[src/rtl/adc_pkg.sv]
// Shared definitions for the ADC sample FIFO: sample width, stream marker and
// serializer state encoding.
package adc_pkg;

    localparam int         SAMPLE_W   = 12;
    localparam logic [3:0] MARKER_DEF = 4'hA;

    typedef enum logic [1:0] {
        ST_IDLE = 2'd0,
        ST_LOAD = 2'd1,
        ST_HI   = 2'd2,
        ST_LO   = 2'd3
    } ser_state_e;

endpackage

[src/rtl/fifo_mem_sync.sv]
// Sample storage: one write port and one registered read port, no reset.
// Reading and writing the same address in one cycle returns the old contents.
module fifo_mem_sync
    import adc_pkg::*;
#(
    parameter int DEPTH  = 32,
    parameter int ADDR_W = 5
) (
    input  logic                clk_in,
    input  logic                we_i,
    input  logic [ADDR_W-1:0]   waddr_i,
    input  logic [SAMPLE_W-1:0] wdata_i,
    input  logic                re_i,
    input  logic [ADDR_W-1:0]   raddr_i,
    output logic [SAMPLE_W-1:0] rdata_o
);

    logic [SAMPLE_W-1:0] mem_q [DEPTH];

    always_ff @(posedge clk_in) begin
        if (we_i)
            mem_q[waddr_i] <= wdata_i;
        if (re_i)
            rdata_o <= mem_q[raddr_i];
    end

endmodule

[src/rtl/adc_sample_fifo.sv]
// Captures ADC conversion results on the ready strobe's rising edge, buffers
// them, and streams each as {MARKER, d[11:8]} then d[7:0] over valid/ack.
module adc_sample_fifo
    import adc_pkg::*;
#(
    parameter int         DEPTH  = 32,
    parameter int         ADDR_W = 5,
    parameter logic [3:0] MARKER = MARKER_DEF
) (
    input  logic                clk_in,
    input  logic                rst_n,
    input  logic [SAMPLE_W-1:0] data_in,
    input  logic                ready_in,
    input  logic                flush,
    output logic [7:0]          byte_out,
    output logic                byte_valid,
    input  logic                byte_ack,
    output logic [ADDR_W:0]     count,
    output logic                empty,
    output logic                full,
    output logic                overflow
);

    localparam int CNT_W = ADDR_W + 1;

    logic                ready_q;
    logic [ADDR_W-1:0]   wr_ptr_q, rd_ptr_q;
    logic [CNT_W-1:0]    count_q, count_d;
    logic                empty_q, full_q, overflow_q;
    logic [7:0]          byte_out_q;
    logic                byte_valid_q;
    ser_state_e          state_q;
    logic [SAMPLE_W-1:0] shift_word;

    logic push, xfer, pop, push_ok, drop;

    assign push    = ready_in & ~ready_q & ~flush;
    assign xfer    = byte_valid_q & byte_ack;
    assign pop     = ~flush & ~empty_q &
                     ((state_q == ST_IDLE) | ((state_q == ST_LO) & xfer));
    // A pop in the same cycle frees the slot a push at full needs.
    assign push_ok = push & (~full_q | pop);
    assign drop    = push & full_q & ~pop;

    always_comb begin
        count_d = count_q;
        if (flush)
            count_d = '0;
        else if (push_ok & ~pop)
            count_d = count_q + CNT_W'(1);
        else if (pop & ~push_ok)
            count_d = count_q - CNT_W'(1);
    end

    fifo_mem_sync #(
        .DEPTH  (DEPTH),
        .ADDR_W (ADDR_W)
    ) u_mem (
        .clk_in  (clk_in),
        .we_i    (push_ok),
        .waddr_i (wr_ptr_q),
        .wdata_i (data_in),
        .re_i    (pop),
        .raddr_i (rd_ptr_q),
        .rdata_o (shift_word)
    );

    always_ff @(posedge clk_in or negedge rst_n) begin
        if (!rst_n) begin
            ready_q      <= 1'b0;
            wr_ptr_q     <= '0;
            rd_ptr_q     <= '0;
            count_q      <= '0;
            empty_q      <= 1'b1;
            full_q       <= 1'b0;
            overflow_q   <= 1'b0;
            byte_out_q   <= 8'h00;
            byte_valid_q <= 1'b0;
            state_q      <= ST_IDLE;
        end else begin
            ready_q <= ready_in;
            count_q <= count_d;
            empty_q <= (count_d == '0);
            full_q  <= (count_d == CNT_W'(DEPTH));
            if (flush) begin
                wr_ptr_q     <= '0;
                rd_ptr_q     <= '0;
                overflow_q   <= 1'b0;
                byte_valid_q <= 1'b0;
                state_q      <= ST_IDLE;
            end else begin
                if (push_ok)
                    wr_ptr_q <= wr_ptr_q + ADDR_W'(1);
                if (pop)
                    rd_ptr_q <= rd_ptr_q + ADDR_W'(1);
                if (drop)
                    overflow_q <= 1'b1;
                unique case (state_q)
                    ST_IDLE: if (!empty_q) state_q <= ST_LOAD;
                    ST_LOAD: begin
                        byte_out_q   <= {MARKER, shift_word[11:8]};
                        byte_valid_q <= 1'b1;
                        state_q      <= ST_HI;
                    end
                    ST_HI: if (xfer) begin
                        byte_out_q <= shift_word[7:0];
                        state_q    <= ST_LO;
                    end
                    ST_LO: if (xfer) begin
                        byte_valid_q <= 1'b0;
                        state_q      <= empty_q ? ST_IDLE : ST_LOAD;
                    end
                    default: state_q <= ST_IDLE;
                endcase
            end
        end
    end

    assign byte_out   = byte_out_q;
    assign byte_valid = byte_valid_q;
    assign count      = count_q;
    assign empty      = empty_q;
    assign full       = full_q;
    assign overflow   = overflow_q;

endmodule

[config.mk]
export PLATFORM = sky130hd
export DESIGN_NAME = adc_sample_fifo
export DESIGN_NICKNAME = d
export VERILOG_FILES = /design/src/rtl/adc_pkg.sv /design/src/rtl/fifo_mem_sync.sv /design/src/rtl/adc_sample_fifo.sv
export SDC_FILE = /design/constraint.sdc
export NUM_CORES = 1
export LEC_CHECK = 0
export BUFFER_PORTS_ARGS = -buffer_cell sky130_fd_sc_hd__clkbuf_2
export CAP_MARGIN = 15
export CELL_PAD_IN_SITES_DETAIL_PLACEMENT = 0
export CELL_PAD_IN_SITES_GLOBAL_PLACEMENT = 1
export CORE_ASPECT_RATIO = 1.4
export CORE_MARGIN = 1.5
export CORE_UTILIZATION = 55
export CTS_CLUSTER_SIZE = 28
export DETAILED_ROUTE_END_ITERATION = 16
export PLACE_DENSITY_LB_ADDON = 0.1
export SYNTH_ARGS = -nofsm -noshare
export SYNTH_HDL_FRONTEND = slang
export SYNTH_SLANG_ARGS = --single-unit
[constraint.sdc]
create_clock -name clk_in -period 5.82 [get_ports clk_in]
set_input_delay 1.164 -clock clk_in [delete_from_list [all_inputs] [get_ports clk_in]]
set_output_delay 1.164 -clock clk_in [all_outputs]
set_load 0.02 [all_outputs]
* Word level (Yosys, flattened, before mapping) *
Memory sizes are Yosys's and may differ from the RTL's. A register that Yosys moved wholly into a read port is not among the register bits.
Index checks and enable logic that the tools add are counted.

storage, ports and cells
  input bits = 17
  bits in writable memories = 384
  output and inout port bits = 18
  logic and storage cells = 74
  bits in read-only memories = 0
  bits in registers = 31
  bits in latches = 0
  memories = 1

memories
  memory       depth  bits a word  rd ports  clocked after memory_dff  wr ports  RTL line             text
  u_mem.mem_q  32     12           1         1                         1         fifo_mem_sync.sv:18  logic [SAMPLE_W-1:0] mem_q [DEPTH];

operators by class
  order comparisons = 0
  equality and inequality tests = 8
  add/sub/neg operators = 4
  $mul = 0
  muxes and demuxes = 22
  shifts and indexed selects = 0
  reduce and logical (&&, ||, !) cells = 10
  bitwise operators = 19
  divide/modulo/power cells = 0

operator list
  cell                   number
  $mux W5                4
  $mux W6                3
  $pmux W8 S2            1
  $and A1 B1 Y1          11
  $add A5 B1 Y5 const B  2
  $ne A3 B3 Y1 const B   3
  $mux W2                4
  $mux W8                1
  $pmux W2 S4            1
  $reduce_bool A2 Y1     4
  $mux W1                7
  $add A6 B1 Y6 const B  1
  $eq A6 B6 Y1 const B   1
  $logic_not A6 Y1       1
  $not A1 Y1             6
  $reduce_and A3 Y1      2
  $sub A6 B1 Y6 const B  1
  $eq A2 B2 Y1 const B   2
  $reduce_bool A3 Y1     1
  $eq A2 B1 Y1 const B   1
  $logic_not A2 Y1       1
  $ne A2 B2 Y1 const B   1
  $or A1 B1 Y1           2
  $pmux W1 S2            1
  $reduce_and A2 Y1      1

* Longest topological paths before layout *
Gate-level depths: netlist of run 1.

  word-level depth = 12
  gate-level depth with buffers = 9
  depth with buffers taken out = 8

* Cells and area by module *
From an unflattened synthesis of run 1, not the netlist that was laid out.

second synthesis, totals
  cell total of the unflattened synthesis = 1031
  area total of the unflattened synthesis = 17236.5 um^2

by module, submodules not included
  module           seq. area each (um^2)  area an instance (um^2)  cells an instance  instances
  fifo_mem_sync    11891.4                15588.7                  868                1
  adc_sample_fifo  777.0                  1647.8                   163                1

* Worst setup path before layout of run 1 *
Ideal clock, no wire load.

  path kind = in2reg
  start point = input byte_ack
  end point = memory u_mem.mem_q[10][0] (enable)
  library setup time = 0.380 ns
  slack = 2.491 ns
  buffers on the path = 1
  data required time = 5.440 ns
  arrival time = 2.949 ns
  stages = 6
  path through = a31oi_1 -> or2_1 -> buf_2 -> a211oi_2 -> nand2_1 -> nor2_1

on the way
  word-level cells in the longest chain between the ends = 8

ends and longest elaborated chain
  element                        RTL line               text
  from (decl)                    adc_sample_fifo.sv:17  input logic byte_ack,
  $and A1 B1 Y1                  adc_sample_fifo.sv:38  assign xfer = byte_valid_q & byte_ack;
  $and A1 B1 Y1                  adc_sample_fifo.sv:40  ((state_q == ST_IDLE) | ((state_q == ST_LO) & xfer));
  $or A1 B1 Y1                   adc_sample_fifo.sv:40
  $and A1 B1 Y1                  adc_sample_fifo.sv:39  assign pop = ~flush & ~empty_q &
  $or A1 B1 Y1                   adc_sample_fifo.sv:42  assign push_ok = push & (~full_q | pop);
  $and A1 B1 Y1                  adc_sample_fifo.sv:42
  $mux W1                        fifo_mem_sync.sv:21    if (we_i)
  $mux W1 (implied by the code)  fifo_mem_sync.sv:22    mem_q[waddr_i] <= wdata_i;
  to (decl)                      fifo_mem_sync.sv:18

Every way passes these cells.

* Final worst setup path of run 1 *
  start point = input byte_ack
  end point = memory u_mem.mem_q[12][2] (enable)

The elaborated chain is that of the path after synthesis.

==> impl_metrics.prom, run 1 <==
# TYPE chip_impl_metric gauge
chip_impl_metric{name="maxCapViolCount",unit=""} 0
chip_impl_metric{name="drt_first_iter_violations",unit=""} 755
chip_impl_metric{name="numCtsBuffers",unit=""} 40
chip_impl_info{name="predominant_post_synthesis_flop_cell",value="edfxtp_1"} 1
chip_impl_info{name="cts-root-buf",value="clkbuf_16"} 1
chip_impl_metric{name="effective_utilization_at_floorplan",unit="%"} 55.9
chip_impl_metric{name="antenna_found_initial",unit=""} 0
chip_impl_metric{name="grt_max_degree",unit=""} 65
chip_impl_metric{name="post_route_cells_drive_above_1_share",unit="%"} 28.6
chip_impl_info{name="startpoint_type",value="input pin"} 1
chip_impl_info{name="synth_top_cells_by_count",value="edfxtp_1 (396), mux4_2 (114), nor2_1 (55)"} 1
chip_impl_metric{name="post_cts_setup_buffers",unit=""} 0
chip_impl_info{name="synth_area_leader_cell",value="edfxtp_1"} 1
chip_impl_metric{name="insertion_delay",unit="ps"} 540
chip_impl_metric{name="synth_cells",unit=""} 764
chip_impl_metric{name="first_pass_iters",unit=""} 5
chip_impl_info{name="worst-setup-path-type",value="input pin to register"} 1
chip_impl_metric{name="min_period_over_period",unit="%"} 65.9
chip_impl_metric{name="worst_pin_slew",unit="ps"} 1170
chip_impl_metric{name="drt-total-wl",unit="µm"} 37000
chip_impl_metric{name="first_pass_grt_wire_length",unit="µm"} 54900
chip_impl_metric{name="cts_resized",unit=""} 0
chip_impl_metric{name="ys_seq_elements",unit=""} 427
chip_impl_metric{name="setup_viol",unit=""} 0
chip_impl_metric{name="final_period_minus_worst_setup_slack",unit="ps"} 3840
chip_impl_metric{name="fmaxAchievable",unit="GHz"} 0.261
chip_impl_metric{name="route.antenna.remaining_nets",unit=""} 0
chip_impl_info{name="post-synth-top-count-cell",value="edfxtp_1"} 1
chip_impl_metric{name="i_o_pins",unit=""} 35
chip_impl_metric{name="syn_avg_cell_area",unit="µm²"} 21.9
chip_impl_metric{name="clock_transition_at_path_regs",unit="ps"} 60
chip_impl_metric{name="dp.cells",unit=""} 1151
chip_impl_metric{name="final_antenna_diode_count",unit=""} 0
chip_impl_metric{name="grt_overflow_total",unit=""} 0
chip_impl_metric{name="floorplan.core_area",unit="µm²"} 29900
chip_impl_metric{name="yosys.area.top_type_share",unit="%"} 71.0
chip_impl_info{name="tritoncts_clock_tree",value="yes"} 1
chip_impl_metric{name="synth_enable_flop_cells",unit=""} 396
chip_impl_metric{name="fp.dieW",unit="µm"} 150
chip_impl_metric{name="max-slew-margin-rel",unit="%"} 21.5
chip_impl_metric{name="post-route-drc-count",unit=""} 0
chip_impl_metric{name="yosys_warnings",unit=""} 0
chip_impl_info{name="crit_path_end_kind",value="register"} 1
chip_impl_metric{name="clkSinkCount",unit=""} 427
chip_impl_metric{name="fp.dieArea",unit="µm²"} 31500
chip_impl_metric{name="cp.required",unit="ps"} 5970
chip_impl_info{name="synth.top_cells.by_area",value="edfxtp_1 (71%), mux4_2 (15%), dfrtp_1 (4.5%), nor2_1 (1.2%), mux4_1 (0.94%)"} 1
chip_impl_metric{name="p_per_cell_area",unit="nW/µm²"} 418
chip_impl_metric{name="floorplan.rows",unit=""} 75
chip_impl_metric{name="hold_violations",unit=""} 0
chip_impl_metric{name="nets",unit=""} 837
chip_impl_metric{name="final-max-slew-violation-count",unit=""} 0
chip_impl_metric{name="asyncSetResetFlopFracSynth",unit="%"} 7.26
chip_impl_metric{name="avg_wl_per_cell",unit="µm"} 30.2
chip_impl_metric{name="synthesis.nets",unit=""} 792
chip_impl_metric{name="vias_per_cell",unit=""} 6.33
chip_impl_metric{name="grt_use_total",unit="%"} 24.8
chip_impl_info{name="run_status",value="complete, no violations"} 1
chip_impl_metric{name="synth_seq_area_share",unit="%"} 75.7
chip_impl_metric{name="largest_clock_skew_in_the_final_design",unit="ps"} 12.3
chip_impl_metric{name="io_buffers",unit=""} 34
chip_impl_metric{name="dp_hpwl",unit="µm"} 23600
chip_impl_metric{name="cts_max_level",unit=""} 2
chip_impl_metric{name="post_cts_hold_buffer_count",unit=""} 0
chip_impl_metric{name="crit_arrival",unit="ps"} 3990
chip_impl_metric{name="area_growth",unit="%"} 11.5
chip_impl_metric{name="cell_area_after_synthesis",unit="µm²"} 16700
chip_impl_metric{name="critical_path.max_fanout",unit=""} 12
chip_impl_metric{name="layout.cells.non_filler",unit=""} 1225
chip_impl_metric{name="gp_congestion",unit=""} 0.906
chip_impl_info{name="setup_repair_after_global_routing_missed_its_margin",value="false"} 1
chip_impl_metric{name="clock_tree.buffer_depth",unit=""} 3
chip_impl_metric{name="first_global_vias",unit=""} 8131
chip_impl_info{name="hp-class",value="register to register"} 1
chip_impl_metric{name="dr_total_vias",unit=""} 7757
chip_impl_metric{name="fin_tns_setup",unit="ps"} 0
chip_impl_metric{name="total_power",unit="µW"} 7790
chip_impl_metric{name="synth_cell_types",unit=""} 47
chip_impl_metric{name="vdd.ir_drop.worst",unit="mV"} 0.304
chip_impl_metric{name="die_h",unit="µm"} 209
chip_impl_metric{name="static-leakage-power",unit="µW"} 0.00586
-- metal layers --
layer / share of wire (%) / vias to the layer above / GRT usage [%]
li1: - / 3253 / -
met1: 40 / 4110 / 34.5
met2: 49 / 320 / 39.5
met3: 6.2 / 74 / 3.89
met4: 4.4 / 0 / 10.6
met5: 0 / - / 0
-- sequential cells by signal, indices dropped and copies added (netlist names) --
name           cells
byte_out           8
byte_valid         1
count              6
empty              1
full               1
overflow           1
rd_ptr_q           5
ready_q            1
state_q            2
u_mem.mem_q      384
u_mem.rdata_o     12
wr_ptr_q           5
-- path summary, 6_finish.rpt --
check,startpoint,to,slack (ps),cells past startpoint
setup / recovery,byte_ack,u_mem.mem_q[12][2],1980,6
max in group asynchronous,rst_n,rd_ptr_q[1],4520,1
hold reg to reg,u_mem.rdata_o[6],byte_out[6],470,2
hold / removal,u_mem.rdata_o[6],byte_out[6],470,2
min in group asynchronous,rst_n,ready_q,710,1
setup reg to reg,state_q[0],u_mem.mem_q[12][2],2040,7
-- area by class of cell --
type	instances	area, µm²
Clock buffer	47	1050
Clock inverter	26	342
Fill cell	1999	11300
Inverter	6	22.5
Multi-Input combinational cell	293	3860
Sequential cell	427	12700
Tap cell	385	482
Timing Repair Buffer	41	226
-- logic make-up (layout without fill, tap and decap cells) --
family / after synthesis / in the layout / synth area share (%)
adder cells (fa/ha/maj): 11 / 11 / 0.822
AND/OR/NAND/NOR: 100 / 100 / 2.86
XOR/XNOR: 12 / 12 / 0.628
AO/OA/AOI/OAI: 31 / 31 / 1.25
flip-flops: 427 / 427 / 75.7
multiplexers: 139 / 139 / 17.5
buffers and inverters: 44 / 120 / 1.24
-- critical path: stages --
cell and delay [ps]:
clkbuf_2 120, a31oi_1 180, or2_1 410, a211oi_2 530, nand2_1 520, nor2_1 1040
-- through the flow --
stage,setup slack (ps),hold WS (ps),cell area [µm²],utilization [%]
global route,1720,491,18700,62.3
global placement,1530,450,17300,57.7
finish,1980,469,18700,62.3
CTS,1970,469,18600,62.3
detailed placement,1390,454,17300,57.7
floorplan,2490,415,16700,-
-- cell usage in the layout, fill, tap and decap left out, types with 2 or more instances in the layout --
cell        netlist  layout
nor3_1            3       3
dfrtp_1          30      27
mux4_2          114     114
nand2_1          15      15
nand4_1           5       5
clkinv_1          0       4
clkinv_2          0       9
a211oi_1          2       2
a21oi_1           8       8
o21ai_0           6       6
ha_1             11      11
or3b_2            2       2
o21bai_1          2       2
xnor2_1           4       4
inv_1             6       6
mux2i_1           7       7
o22a_1            2       2
edfxtp_1        396     396
buf_4             0       6
nor2b_1           3       3
clkbuf_2          0      34
clkinvlp_4        0       2
clkbuf_1         19       6
clkbuf_16         0      41
xor2_1            8       8
nand3b_1          3       3
nand2b_1          2       2
nor4_1            2       2
bufinv_16         0       8
nor2_1           55      55
mux2_2           12      12
mux4_1            6       6
dfrtp_4           0       2
a31oi_1           4       4
inv_6             0       2
-- power breakdown --
| group | internal (µW) | switching, µW |
|---|---|---|
| clock | 1650 | 1110 |
| combinational | 663 | 700 |
| sequential | 3470 | 205 |
| total | 5780 | 2010 |
Note: power is estimated with default switching activity, not from simulation.
==> run 2: changes to the inputs <==
--- a/config.mk
+++ b/config.mk
@@ -11,7 +11,7 @@
 export CELL_PAD_IN_SITES_GLOBAL_PLACEMENT = 1
 export CORE_ASPECT_RATIO = 1.4
 export CORE_MARGIN = 1.5
-export CORE_UTILIZATION = 55
+export CORE_UTILIZATION = 50
 export CTS_CLUSTER_SIZE = 28
 export DETAILED_ROUTE_END_ITERATION = 16
 export PLACE_DENSITY_LB_ADDON = 0.1
==> constraint.sdc (replaced) <==
create_clock -name clk_in -period 3.4 [get_ports clk_in]
set_input_delay 0.68 -clock clk_in [delete_from_list [all_inputs] [get_ports clk_in]]
set_output_delay 0.68 -clock clk_in [all_outputs]
set_load 0.02 [all_outputs]
==> impl_metrics.prom, run 2 (same netlist as run 1, synthesis figures left out) <==
# TYPE chip_impl_metric gauge
chip_impl_info{name="worst_r2r_startpoint",value="state_q[0]"} 1
chip_impl_metric{name="crit_arrival",unit="ps"} 2990
chip_impl_info{name="crit_path_end_kind",value="register"} 1
chip_impl_metric{name="vias_per_cell",unit=""} 5.91
chip_impl_info{name="cp_top_family",value="simple AND/OR/NAND/NOR gates"} 1
chip_impl_metric{name="grt_max_degree",unit=""} 52
chip_impl_metric{name="post_cts_setup_buffers",unit=""} 0
chip_impl_info{name="final_common_cell",value="edfxtp_1"} 1
chip_impl_info{name="timing.rr.end",value="u_mem.mem_q[9][8]"} 1
chip_impl_metric{name="final_period_minus_worst_setup_slack",unit="ps"} 2760
chip_impl_metric{name="max-slew-margin-rel",unit="%"} 35.0
chip_impl_metric{name="post-route-drc-count",unit=""} 0
chip_impl_metric{name="floorplan.core_area",unit="µm²"} 33100
chip_impl_metric{name="effective_utilization_at_floorplan",unit="%"} 50.5
chip_impl_metric{name="worst_reg2reg_path_length_in_cells",unit=""} 9
chip_impl_info{name="worstPathCellList",value="inv_1, ha_1, a31oi_1, or2_1, a211oi_2, buf_4, nand2_1, nor2_1, buf_4"} 1
chip_impl_metric{name="final-max-slew-violation-count",unit=""} 0
chip_impl_metric{name="first_pass_grt_wire_length",unit="µm"} 53300
chip_impl_metric{name="route.antenna.remaining_nets",unit=""} 0
chip_impl_metric{name="static-leakage-power",unit="µW"} 0.00604
chip_impl_metric{name="critical_path_depth",unit=""} 9
chip_impl_metric{name="first_pass_iters",unit=""} 5
chip_impl_metric{name="die_h",unit="µm"} 219
chip_impl_metric{name="post_cts_hold_buffer_count",unit=""} 0
chip_impl_metric{name="total_power",unit="µW"} 13100
chip_impl_metric{name="fmaxAchievable",unit="GHz"} 0.362
chip_impl_metric{name="register_area",unit="µm²"} 12700
chip_impl_metric{name="post_route_cells_drive_above_1_share",unit="%"} 31.1
chip_impl_info{name="startpoint_type",value="register"} 1
chip_impl_metric{name="floorplan.rows",unit=""} 79
chip_impl_metric{name="io_buffers",unit=""} 34
chip_impl_metric{name="gp_congestion",unit=""} 0.773
chip_impl_info{name="tritoncts_clock_tree",value="yes"} 1
chip_impl_metric{name="cts_resized",unit=""} 0
chip_impl_info{name="run_status",value="complete, no violations"} 1
chip_impl_metric{name="antenna_found_initial",unit=""} 1
chip_impl_metric{name="min_period_over_period",unit="%"} 81.2
chip_impl_info{name="hp-class",value="input pin to asynchronous set/reset pin"} 1
chip_impl_metric{name="critical_path.n_buffers_inverters",unit=""} 3
chip_impl_metric{name="multi_input_comb_area",unit="µm²"} 3860
chip_impl_metric{name="fp.dieW",unit="µm"} 158
chip_impl_metric{name="setup_viol",unit=""} 0
chip_impl_metric{name="setup.reg_to_reg.worst_slack",unit="ps"} 640
chip_impl_metric{name="nets",unit=""} 875
chip_impl_info{name="critPathSlowestCell",value="dfrtp_1"} 1
chip_impl_metric{name="dr_total_vias",unit=""} 7835
chip_impl_metric{name="p_per_cell_area",unit="nW/µm²"} 691
chip_impl_metric{name="vdd.ir_drop.worst",unit="mV"} 0.556
chip_impl_metric{name="first_global_vias",unit=""} 8148
chip_impl_metric{name="hold_violations",unit=""} 0
chip_impl_info{name="most-common-layout-cells",value="edfxtp_1 (396), mux4_2 (114), nor2_1 (55)"} 1
chip_impl_metric{name="grt_use_total",unit="%"} 21.9
chip_impl_metric{name="cts_max_level",unit=""} 2
chip_impl_metric{name="fin_tns_setup",unit="ps"} 0
chip_impl_info{name="cp-endpoint",value="u_mem.mem_q[9][8]"} 1
chip_impl_metric{name="clkSinkCount",unit=""} 427
chip_impl_info{name="registers.top_by_ff_count",value="u_mem.mem_q"} 1
chip_impl_info{name="critPathLaunch",value="state_q[0]"} 1
chip_impl_metric{name="largest_clock_skew_in_the_final_design",unit="ps"} 31.4
chip_impl_metric{name="drt-total-wl",unit="µm"} 36100
chip_impl_info{name="setup_repair_after_global_routing_missed_its_margin",value="false"} 1
chip_impl_metric{name="critical_path.max_fanout",unit=""} 11
chip_impl_metric{name="clock_transition_at_path_regs",unit="ps"} 60
chip_impl_info{name="worst-setup-path-type",value="register to register"} 1
chip_impl_metric{name="cp_slowest_stage_delay",unit="ps"} 400
chip_impl_metric{name="insertion_delay",unit="ps"} 550
chip_impl_metric{name="drt_first_iter_violations",unit=""} 822
chip_impl_metric{name="layout.filler_cells",unit=""} 2439
chip_impl_info{name="cts-root-buf",value="clkbuf_16"} 1
chip_impl_metric{name="clock_tree.buffer_depth",unit=""} 3
chip_impl_metric{name="grt_overflow_total",unit=""} 0
chip_impl_metric{name="cp.required",unit="ps"} 3630
chip_impl_metric{name="worst_pin_slew",unit="ps"} 972
chip_impl_metric{name="numCtsBuffers",unit=""} 41
chip_impl_metric{name="i_o_pins",unit=""} 35
chip_impl_info{name="critical-path-top-cell-by-count",value="buf_4"} 1
chip_impl_metric{name="area_growth",unit="%"} 13.4
chip_impl_metric{name="largest_register_ffs",unit=""} 384
chip_impl_metric{name="fp.dieArea",unit="µm²"} 34600
chip_impl_metric{name="maxCapViolCount",unit=""} 0
chip_impl_metric{name="avg_wl_per_cell",unit="µm"} 27.2
chip_impl_metric{name="dp_hpwl",unit="µm"} 22600
## run 2: cell types whose count changed in the layout (fill, tap and decap cells not counted), sizes merged
cell / before / now
clkinv: 14 / 21
diode: 0 / 1
buf: 7 / 44
inv: 8 / 6
clkinvlp: 2 / 1
clkbuf: 81 / 83
bufinv: 8 / 4
## run 2: layout make-up
type,instances,area share [%]
Timing Repair Buffer,78,2.90
Tap cell,445,2.93
Clock inverter,26,1.23
Multi-Input combinational cell,293,20.3
Sequential cell,427,66.8
Antenna cell,1,0.0132
Clock buffer,49,5.68
Inverter,6,0.119
## run 2: stage by stage
step / cell area (µm²) / utilization [%] / setup slack, ps / cells / hold slack, ps
2_1_floorplan: 16700 / - / 555 / 764 / 384
3_5_place_dp: 17700 / 53.4 / 542 / 1249 / 439
3_3_place_gp: 17700 / 53.4 / 593 / 1249 / 444
5_1_grt: 19000 / 57.3 / 478 / 1324 / 286
6_report: 19000 / 57.3 / 638 / 1325 / 222
4_1_cts: 19000 / 57.3 / 646 / 1324 / 229
## run 2: worst min-delay path by stage
stage	from	to	slack, ps
after detailed placement	u_mem.rdata_o[4]	byte_out[4]	440
after floorplan	rst_n	byte_out[0]	380
final	rst_n	wr_ptr_q[2]	220
after global routing	rst_n	byte_out[6]	290
after global placement	u_mem.rdata_o[6]	byte_out[6]	440
after CTS	rst_n	wr_ptr_q[2]	230
## run 2: report_power, final
part	switching [µW]	internal (µW)
Sequential	184	5940
Combinational	1360	1180
Clock	1890	2570
## run 2: metal layers
| layer | part of all wire (%) | vias to the layer above | track usage [%] |
|---|---|---|---|
| li1 | - | 3347 | - |
| met1 | 41 | 4175 | 30.4 |
| met2 | 51 | 258 | 35.6 |
| met3 | 5.7 | 55 | 3.85 |
| met4 | 2.6 | 0 | 6.92 |
| met5 | 0 | - | 0 |
==> run 3: changes to the inputs <==
--- a/config.mk
+++ b/config.mk
@@ -11,7 +11,7 @@
 export CELL_PAD_IN_SITES_GLOBAL_PLACEMENT = 1
 export CORE_ASPECT_RATIO = 1.4
 export CORE_MARGIN = 1.5
-export CORE_UTILIZATION = 50
+export CORE_UTILIZATION = 55
 export CTS_CLUSTER_SIZE = 28
 export DETAILED_ROUTE_END_ITERATION = 16
 export PLACE_DENSITY_LB_ADDON = 0.1
==> constraint.sdc (replaced) <==
create_clock -name clk_in -period 2.82 [get_ports clk_in]
set_input_delay 0.564 -clock clk_in [delete_from_list [all_inputs] [get_ports clk_in]]
set_output_delay 0.564 -clock clk_in [all_outputs]
set_load 0.02 [all_outputs]
==> impl_metrics.prom, run 3 (same netlist as run 1, synthesis figures left out) <==
# TYPE chip_impl_metric gauge
chip_impl_metric{name="vias_per_cell",unit=""} 6.14
chip_impl_metric{name="post_cts_setup_buffers",unit=""} 0
chip_impl_metric{name="first_pass_grt_wire_length",unit="µm"} 53000
chip_impl_metric{name="first_pass_iters",unit=""} 5
chip_impl_metric{name="grt_max_degree",unit=""} 47
chip_impl_info{name="most-common-layout-cells",value="edfxtp_1 (396), mux4_2 (114), nor2_1 (50)"} 1
chip_impl_metric{name="die_h",unit="µm"} 209
chip_impl_metric{name="setup_viol",unit=""} 0
chip_impl_metric{name="effective_utilization_at_floorplan",unit="%"} 55.9
chip_impl_metric{name="grt_overflow_total",unit=""} 0
chip_impl_metric{name="first_global_vias",unit=""} 8400
chip_impl_metric{name="floorplan.rows",unit=""} 75
chip_impl_metric{name="nets",unit=""} 876
chip_impl_metric{name="largest_clock_skew_in_the_final_design",unit="ps"} 8.63
chip_impl_metric{name="largest_register_ffs",unit=""} 384
chip_impl_info{name="cts-root-buf",value="clkbuf_16"} 1
chip_impl_metric{name="clock_transition_at_path_regs",unit="ps"} 60
chip_impl_metric{name="hold_violations",unit=""} 0
chip_impl_metric{name="dp.cells",unit=""} 1191
chip_impl_metric{name="max-slew-margin-rel",unit="%"} 45.2
chip_impl_metric{name="layout.cells.non_filler",unit=""} 1263
chip_impl_info{name="crit_path_end_kind",value="register"} 1
chip_impl_metric{name="final_period_minus_worst_setup_slack",unit="ps"} 2670
chip_impl_metric{name="grt_use_total",unit="%"} 23.8
chip_impl_metric{name="p_per_cell_area",unit="nW/µm²"} 813
chip_impl_metric{name="static-leakage-power",unit="µW"} 0.00614
chip_impl_metric{name="i_o_pins",unit=""} 35
chip_impl_metric{name="min_period_over_period",unit="%"} 94.6
chip_impl_metric{name="vdd.ir_drop.worst",unit="mV"} 0.562
chip_impl_metric{name="final_antenna_diode_count",unit=""} 0
chip_impl_metric{name="crit_arrival",unit="ps"} 2910
chip_impl_metric{name="fp.dieArea",unit="µm²"} 31500
chip_impl_metric{name="floorplan.core_area",unit="µm²"} 29900
chip_impl_info{name="run_status",value="complete, no violations"} 1
chip_impl_metric{name="drt_first_iter_violations",unit=""} 568
chip_impl_metric{name="worst_pin_slew",unit="ps"} 822
chip_impl_metric{name="clkSinkCount",unit=""} 427
chip_impl_info{name="hp-class",value="input pin to asynchronous set/reset pin"} 1
chip_impl_metric{name="gp_congestion",unit=""} 0.814
chip_impl_metric{name="cts_max_level",unit=""} 2
chip_impl_metric{name="dp_hpwl",unit="µm"} 22600
chip_impl_metric{name="dr_total_vias",unit=""} 7754
chip_impl_metric{name="final-max-slew-violation-count",unit=""} 0
chip_impl_metric{name="maxCapViolCount",unit=""} 0
chip_impl_info{name="final_common_cell",value="edfxtp_1"} 1
chip_impl_metric{name="avg_wl_per_cell",unit="µm"} 28.2
chip_impl_metric{name="insertion_delay",unit="ps"} 530
chip_impl_metric{name="cp.required",unit="ps"} 3060
chip_impl_metric{name="io_buffers",unit=""} 34
chip_impl_metric{name="fin_tns_setup",unit="ps"} 0
chip_impl_metric{name="fp.dieW",unit="µm"} 150
chip_impl_info{name="worst-setup-path-type",value="register to register"} 1
chip_impl_info{name="registers.top_by_ff_count",value="u_mem.mem_q"} 1
chip_impl_info{name="tritoncts_clock_tree",value="yes"} 1
chip_impl_metric{name="post_route_cells_drive_above_1_share",unit="%"} 32.5
chip_impl_metric{name="fmaxAchievable",unit="GHz"} 0.375
chip_impl_metric{name="post-route-drc-count",unit=""} 0
chip_impl_metric{name="clock_tree.buffer_depth",unit=""} 3
chip_impl_metric{name="post_cts_hold_buffer_count",unit=""} 0
chip_impl_metric{name="area_growth",unit="%"} 15.7
chip_impl_info{name="setup_repair_after_global_routing_missed_its_margin",value="false"} 1
chip_impl_metric{name="drt-total-wl",unit="µm"} 35600
chip_impl_metric{name="antenna_found_initial",unit=""} 0
chip_impl_info{name="startpoint_type",value="register"} 1
chip_impl_metric{name="critical_path.max_fanout",unit=""} 12
chip_impl_metric{name="cts_resized",unit=""} 0
chip_impl_metric{name="numCtsBuffers",unit=""} 40
chip_impl_metric{name="layout.filler_cells",unit=""} 1938
chip_impl_metric{name="route.antenna.remaining_nets",unit=""} 0
[run 3: final cells by class]
type,count,area [µm²],share of cell area (%)
clock inverter,23,248,1.28
sequential,427,12700,65.5
inverter,6,22.5,0.116
clock buffer,49,1090,5.61
tap,385,482,2.49
multi-input combinational,293,3880,20.0
timing repair buffer,80,966,4.99
[run 3: worst paths after layout]
path	startpoint	end	slack, ps	cells past startpoint
hold reg to reg	byte_out[7]	byte_out[7]	490	1
max in group asynchronous	rst_n	rd_ptr_q[0]	2090	1
setup reg to reg	state_q[0]	u_mem.mem_q[29][11]	150	9
min in group clk_in	ready_in	ready_q	180	1
hold / removal	rst_n	state_q[0]	120	1
setup / recovery	state_q[0]	u_mem.mem_q[29][11]	150	9
[run 3: metal layers]
layer	global-route usage, %	vias up	part of all wire, %
met1	29.9	4125	38
li1	-	3337	-
met4	6.42	0	2.2
met5	0	-	0
met2	43.1	238	55
met3	3.35	54	4.6
[run 3: power breakdown]
| group | switching (µW) | internal (µW) | total [µW] |
|---|---|---|---|
| logic | 1510 | 1440 | 2950 |
| clock network | 2220 | 3200 | 5430 |
| registers | 206 | 7160 | 7360 |
[run 3: metrics by stage]
step	util (%)	hold slack, ps	setup WS, ps	total power (µW)	area [µm²]
after floorplan	-	268	11.6	9570	16700
after global placement	60.2	455	148	10400	18000
after global routing	64.7	174	2.79	16300	19400
after CTS	64.6	133	53.0	15900	19300
final	64.7	121	152	15700	19400
after detailed placement	60.2	469	125	10500	18000
[run 3: critical path, cell delays in order (launching register included)]
cell and delay [ps]:
dfrtp_1 400, inv_1 140, ha_1 240, a31oi_1 130, or2_1 300, a211oi_2 280, buf_4 230, nand2_2 190
nor2_1 250, buf_12 190
